<file path="src/rtl/contador_secuenciador.sv">
`default_nettype none
// ============================================================================
// Module   : contador_secuenciador
// Function : Command-driven sequencer for the 16-bit mode counter. Accepts a
//            parallel load or an N-cycle run (up-1, down-1, up-3) over a
//            valid/ready handshake and reports the final count.
//            Optional build macro: SEQ_RCO_STOP_EN (stop a run early on RCO).
// Revision : 1.0 - initial release
// ============================================================================
module contador_secuenciador #(
    parameter int WIDTH = 16
) (
    input  logic             clk,
    input  logic             reset,
    input  logic             cmd_valid,
    output logic             cmd_ready,
    input  logic [1:0]       cmd_op,
    input  logic [WIDTH-1:0] cmd_data,
    output logic             enb,
    output logic [1:0]       modo,
    output logic [WIDTH-1:0] d,
    input  logic [WIDTH-1:0] q,
    input  logic             rco,
    output logic             busy,
    output logic             done,
    output logic [WIDTH-1:0] result,
    output logic             aborted
);

    localparam logic [1:0]       c_op_load = 2'b11;
    localparam logic [WIDTH-1:0] c_one     = {{(WIDTH-1){1'b0}}, 1'b1};

    typedef enum logic [1:0] {
        S_IDLE = 2'd0,
        S_LOAD = 2'd1,
        S_RUN  = 2'd2,
        S_DONE = 2'd3
    } state_t;

    state_t           r_state;
    logic [WIDTH-1:0] r_rem;
    logic             r_enb;
    logic [1:0]       r_modo;
    logic [WIDTH-1:0] r_d;
    logic             r_ready;
    logic             r_busy;
    logic             r_done;
    logic [WIDTH-1:0] r_result;
    logic             r_aborted;
    logic             w_rco_stop;

`ifdef SEQ_RCO_STOP_EN
    // RCO gates the enable combinationally so the counter never steps past
    // its terminal value; the same condition ends the run at the next edge.
    assign w_rco_stop = (r_state == S_RUN) && rco;
    assign enb        = r_enb && !w_rco_stop;
`else
    logic w_unused_rco;
    assign w_unused_rco = rco;
    assign w_rco_stop   = 1'b0;
    assign enb          = r_enb;
`endif

    always_ff @(posedge clk or posedge reset) begin
        if (reset) begin
            r_state   <= S_IDLE;
            r_rem     <= '0;
            r_enb     <= 1'b0;
            r_modo    <= c_op_load;
            r_d       <= '0;
            r_ready   <= 1'b1;
            r_busy    <= 1'b0;
            r_done    <= 1'b0;
            r_result  <= '0;
            r_aborted <= 1'b0;
        end else begin
            case (r_state)
                S_IDLE: begin
                    if (cmd_valid && r_ready) begin
                        r_ready <= 1'b0;
                        r_busy  <= 1'b1;
                        if (cmd_op == c_op_load) begin
                            r_state <= S_LOAD;
                            r_enb   <= 1'b1;
                            r_modo  <= c_op_load;
                            r_d     <= cmd_data;
                        end else if (cmd_data == '0) begin
                            // Zero-length run: nothing to count, report at once.
                            r_state   <= S_DONE;
                            r_enb     <= 1'b0;
                            r_modo    <= c_op_load;
                            r_d       <= '0;
                            r_done    <= 1'b1;
                            r_aborted <= 1'b0;
                        end else begin
                            r_state <= S_RUN;
                            r_rem   <= cmd_data;
                            r_enb   <= 1'b1;
                            r_modo  <= cmd_op;
                            r_d     <= '0;
                        end
                    end
                end

                S_LOAD: begin
                    r_state   <= S_DONE;
                    r_enb     <= 1'b0;
                    r_modo    <= c_op_load;
                    r_d       <= '0;
                    r_done    <= 1'b1;
                    r_aborted <= 1'b0;
                end

                S_RUN: begin
                    if (w_rco_stop || (r_rem == c_one)) begin
                        r_state   <= S_DONE;
                        r_enb     <= 1'b0;
                        r_modo    <= c_op_load;
                        r_done    <= 1'b1;
                        r_aborted <= w_rco_stop;
                    end else begin
                        r_rem <= r_rem - c_one;
                    end
                end

                S_DONE: begin
                    r_state  <= S_IDLE;
                    r_result <= q;
                    r_done   <= 1'b0;
                    r_ready  <= 1'b1;
                    r_busy   <= 1'b0;
                end

                default: begin
                    r_state <= S_IDLE;
                    r_enb   <= 1'b0;
                    r_modo  <= c_op_load;
                    r_d     <= '0;
                    r_ready <= 1'b1;
                    r_busy  <= 1'b0;
                    r_done  <= 1'b0;
                end
            endcase
        end
    end

    // Counter is frozen in DONE, so its live value is final while DONE is high;
    // the captured copy then holds it until the next command completes.
    assign result    = (r_state == S_DONE) ? q : r_result;
    assign modo      = r_modo;
    assign d         = r_d;
    assign cmd_ready = r_ready;
    assign busy      = r_busy;
    assign done      = r_done;
    assign aborted   = r_aborted;

endmodule
`default_nettype wire

</file>
<file path="config.mk">
export PLATFORM = sky130hd
export DESIGN_NAME = contador_secuenciador
export DESIGN_NICKNAME = d
export VERILOG_FILES = /design/src/rtl/contador_secuenciador.sv
export SDC_FILE = /design/constraint.sdc
export NUM_CORES = 1
export LEC_CHECK = 0
export BUFFER_PORTS_ARGS = -buffer_cell sky130_fd_sc_hd__buf_2
export CAP_MARGIN = 20
export CORE_MARGIN = 5
export CORE_UTILIZATION = 53
export DETAILED_ROUTE_END_ITERATION = 8
export MAX_ROUTING_LAYER = met4
export PLACE_DENSITY = 0.79
export SYNTH_ARGS = -nofsm -noshare
export SYNTH_HDL_FRONTEND = slang
export SYNTH_SLANG_ARGS = --single-unit
</file>
<file path="constraint.sdc">
create_clock -name clk -period 5.55 [get_ports clk]
set_input_delay 0.555 -clock clk [delete_from_list [all_inputs] [get_ports clk]]
set_output_delay 0.555 -clock clk [all_outputs]
set_load 0.05 [all_outputs]
</file>
# After elaboration in Yosys (flattened, before gate mapping)

Index checks and enable logic that the tools add are counted.

Mux-type cells: 36
Equality and inequality tests: 11
Reduce and logical (&&, ||, !) cells: 14
Add/sub/neg operators: 1

Operator list:

| cell                  | number |
|---|---|
| $mux 16               | 7 |
| $pmux 16 s2           | 2 |
| $eq 16x1->1 const B   | 1 |
| $logic_not 16->1      | 1 |
| $sub 16x1->16 const B | 1 |
| $mux 1                | 14 |
| $mux 2                | 6 |
| $ne 2x2->1 const B    | 6 |
| $reduce_and 5->1      | 2 |
| $pmux 2 s4            | 1 |
| $eq 2x2->1 const B    | 3 |
| $pmux 1 s3            | 2 |
| $pmux 2 s3            | 1 |
| $reduce_and 2->1      | 3 |
| $reduce_bool 2->1     | 3 |
| $pmux 1 s2            | 2 |
| $pmux 1 s4            | 1 |
| $reduce_and 4->1      | 1 |
| $reduce_and 3->1      | 1 |
| $reduce_bool 3->1     | 1 |
| $eq 2x1->1 const B    | 1 |
| $logic_not 2->1       | 1 |
| $logic_and 1x1->1     | 1 |

Bits of input ports: 38
Output and inout bits: 39
Bits in registers: 57

# Depth between registers and ports, before layout

Word-level depth: 5
Depth in mapped cells: 8
Mapped depth without buffers: 7

# Worst setup path after synthesis

OpenSTA, ideal clock, no wires.

Kind: reg2out
From: register r_state[0]
To: output result[10]
Slack: 3.339 ns
Buffers on the path: 2
Arrival time: 1.656 ns
Cell stages (with the launch flop): 5
Cells stage by stage: dfrtp_1 ha_1 clkbuf_1 buf_1 mux2_2

Cells in the longest elaborated chain, start to end: 2

RTL lines:

| what                   | RTL line | source |
|---|---|---|
| start, declared        | 40       | `state_t r_state;` |
| start signal, assigned | 66       | `r_state <= S_IDLE;` |
| start signal, assigned | 83       | `r_state <= S_LOAD;` |
| start signal, assigned | 89       | `r_state <= S_DONE;` |
| $eq 2x2->1             | 149      | `assign result = (r_state == S_DONE) ? q : r_result;` |
| $mux 16                | -        |  |
| end, declared          | 26       | `output logic [WIDTH-1:0] result,` |

Every way passes these cells.

# Worst setup path in the final report

From: register r_state[0]
To: register r_rem[3]

Cells in the longest elaborated chain, start to end: 3
Elaborated cells between the ends (all ways): 9

RTL lines:

| what                                                             | RTL line | source |
|---|---|---|
| $eq 2x2->1 or $logic_not 2->1 (tied branches)                    | 77       | `case (r_state)` |
| $ne 2x2->1 (no source line) or $reduce_bool 2->1 (tied branches) | -        |  |
| $reduce_and 5->1 (no source line)                                | -        |  |
| end signal, assigned                                             | 97       | `r_rem <= cmd_data;` |
| end signal, assigned                                             | 122      | `r_rem <= r_rem - c_one;` |
| end, declared                                                    | 41       | `logic [WIDTH-1:0] r_rem;` |

Several ways; a longest one is shown, not always the timed one.
A chain may end at the register's enable or synchronous reset.

==> flow_summary.toml <==
[drt]
drcViolationCount = 0
wl_um = 7590
wl_per_cell_um = 17.3
drt_iter0_drc = 262
drt_pre_antenna_iters = 5
vias_per_cell = 5.89
num_vias = 2582
ant_nets = 0

[critical_path]
r2r_start = "r_state[0]"
crit_start = "r_state[0]"
cp.arrival_ns = 3.00
critical_path_class = "reg2reg"
worstPathMaxFanout = 24
rr_worst_depth = 7
worst_r2r_endpoint = "r_rem[3]"
required_ns = 5.76
r2r_setup_slack_ns = 2.76
start_kind = "register"
critPathCaptureType = "register"
critPathCapture = "r_rem[3]"

[sta]
skew_ns = 0.00577
finalCritPeriodShare_pct = 50.3
setup_viol = 0
whs_ns = 0.424
worst_pin_slew_ns = 1.02
hold_violations = 0
maxSlewViolCount = 0
fmax_ghz = 0.358
rsz0062_at_grt = "no"
period_needed_ns = 2.79
slew_headroom_pct = 32.0
fin_tns_setup_ns = 0

[logic_synthesis]
synth_edf_count = 0
synth.cell_area_sq_um = 3040
synth_mux_area_share_pct = 8.11
yosysUniqueCellTypes = 60
syn_area_per_cell_sq_um = 10.3
synth-async-reset-ratio_pct = 100
yosysWarningCount = 0
ys_ff_latch = 56
postSynthCellCount = 295
synth_fa_ha_area_share_pct = 2.47
synth_xor_area_share_pct = 0
synth_nets = 339
ys_top_cells_by_area = "dfrtp_1 (44%), mux2_2 (7.0%), nand2_1 (6.8%), nor4_4 (4.2%), o21ai_0 (4.0%)"
synth_flop_cell = "dfrtp_1"
synth_compound_area_share_pct = 18.5
synth_top_family_by_area = "simple AND/OR/NAND/NOR gates"
synth-seq-area-share_pct = 46.2
synth_area_leader_cell = "dfrtp_1"
yosys.area_share.simple_pct = 21.1
synth_top_area_share_pct = 43.6

[place]
place_congestion = 0.888
placed_cells = 430
dp_hpwl_um = 5540
portBuffers = 74

[cells_and_area]
final_nets = 409
fin_cells = 438
synthToLayoutAreaGrowth_pct = 17.4
antenna_cells = 0
layout-drive-gt1-share_pct = 34.2
fin_util_pct = 64.4

[global_route]
antenna_found_initial = 0
grt_pass1_vias = 2610
grt_remaining_overflow = 0
grt_max_degree = 57
grt_pass1_wl_um = 13100
grt_util_all_layers_pct = 23.1

[clock_network]
clk_pin_slew_ns = 0.11
cts_hold_buf = 0
clockBufferDepth = 2
ctsResizeCount = 0
cts_buffers = 5
cts_setup_buffers = 0
cts_root_buf = "clkbuf_8"
htree_levels = 2
tritoncts = "done"
clk_latency_ns = 0.31
cts.sinks = 56

[power]
power_density_nw_per_um2 = 693
finalPower_mw = 2.47
ir_drop_mv = 0.564
leakagePower_nw = 1.57

[min_path]
hp-class = "in2async"

[status]
outcome = "finished clean"

[floorplan]
die_h_um = 85.7
rows = 27
pin_count = 77
die_w_um = 85.7
core_area_sq_um = 5540
die_area_sq_um = 7350
initial_core_util_pct = 54.9

[job]
cap_violations = 0
## metal layers
layer	share of wire (%)	wire, um	GRT usage [%]
met1	42	3220	29.7
met2	48	3620	35.7
met3	6.0	454	3.84
met4	3.9	296	10.5
met5	0	0	-
## critical path, cell delays in order, from the launching register on
cell	delay [ns]
dfrtp_1	0.41
inv_1	0.12
ha_1	0.75
inv_1	0.35
nand2_1	0.21
o21a_1	0.35
a31oi_1	0.16
a311oi_1	0.32
## Yosys cell counts (all sizes together) (6+ instances only)
cell type / count
clkbuf: 9
mux2: 21
o21ai: 27
ha: 6
nor2: 11
a21oi: 8
dfrtp: 53
nand2: 55
nor4: 9
o31ai: 6
nor3: 6
inv: 12
## sequential cells by signal, summed over array words and instances, names as in the netlist
register,flops
busy,1
done,1
enb,1
r_rem,16
cmd_ready,1
modo,2
r_result,16
r_state,2
d,16
## stage by stage
stage	setup slack, ns	instance area, sq um
after floorplan	3.34	3040
final	2.76	3570
after global routing	2.55	3570
after global placement	2.92	3460
after CTS	2.82	3570
after detailed placement	2.90	3460
## worst min path at each step
stage               from         to  slack (ns)  cells past startpoint
2_1_floorplan   r_rem[3]   r_rem[3]        0.53                      1
3_3_place_gp       d[10]      d[10]        0.46                      2
3_5_place_dp       d[13]      d[13]        0.46                      2
4_1_cts        cmd_valid  cmd_ready        0.41                      2
5_1_grt        cmd_valid  cmd_ready        0.43                      2
6_report           reset       d[1]        0.42                      3
## final cells by class
| class | instances | area (sq um) |
|---|---|---|
| clock buffer | 6 | 72.6 |
| fill | 484 | 1970 |
| sequential | 56 | 1410 |
| inverter | 12 | 45.0 |
| clock inverter | 2 | 38.8 |
| multi-input combinational | 214 | 1530 |
| tap | 72 | 90.1 |
| timing repair buffer | 76 | 385 |
## layout by cell type (no fill, tap or decap), types with 4 or more instances in the layout
cell and count:
a21oi_1 7, a311oi_1 4, a31oi_1 5, and2_1 5
buf_2 74, clkbuf_8 5, dfrtp_1 53, ha_1 6
inv_1 11, mux2_2 19, nand2_1 55, nor2_1 11
nor3_1 6, nor4_4 6, o21ai_0 24, o311ai_1 5
o31ai_1 6
## logic make-up (layout without fill, tap and decap cells)
logic type      count (synthesis)  in the layout
buf+inv                        25             96
flops                          56             56
other cells                     1              1
fa+ha+maj                       6              6
compound gates                 76             76
simple gates                  109            109
mux                            22             22
## report_power, final
part	switching, mW	leakage (nW)	internal [mW]
Combinational	1.05	0.825	0.424
Clock	0.139	0.0558	0.137
Sequential	0.128	0.691	0.596
Total	1.32	1.57	1.16
Note: power is estimated with default switching activity, not from simulation.
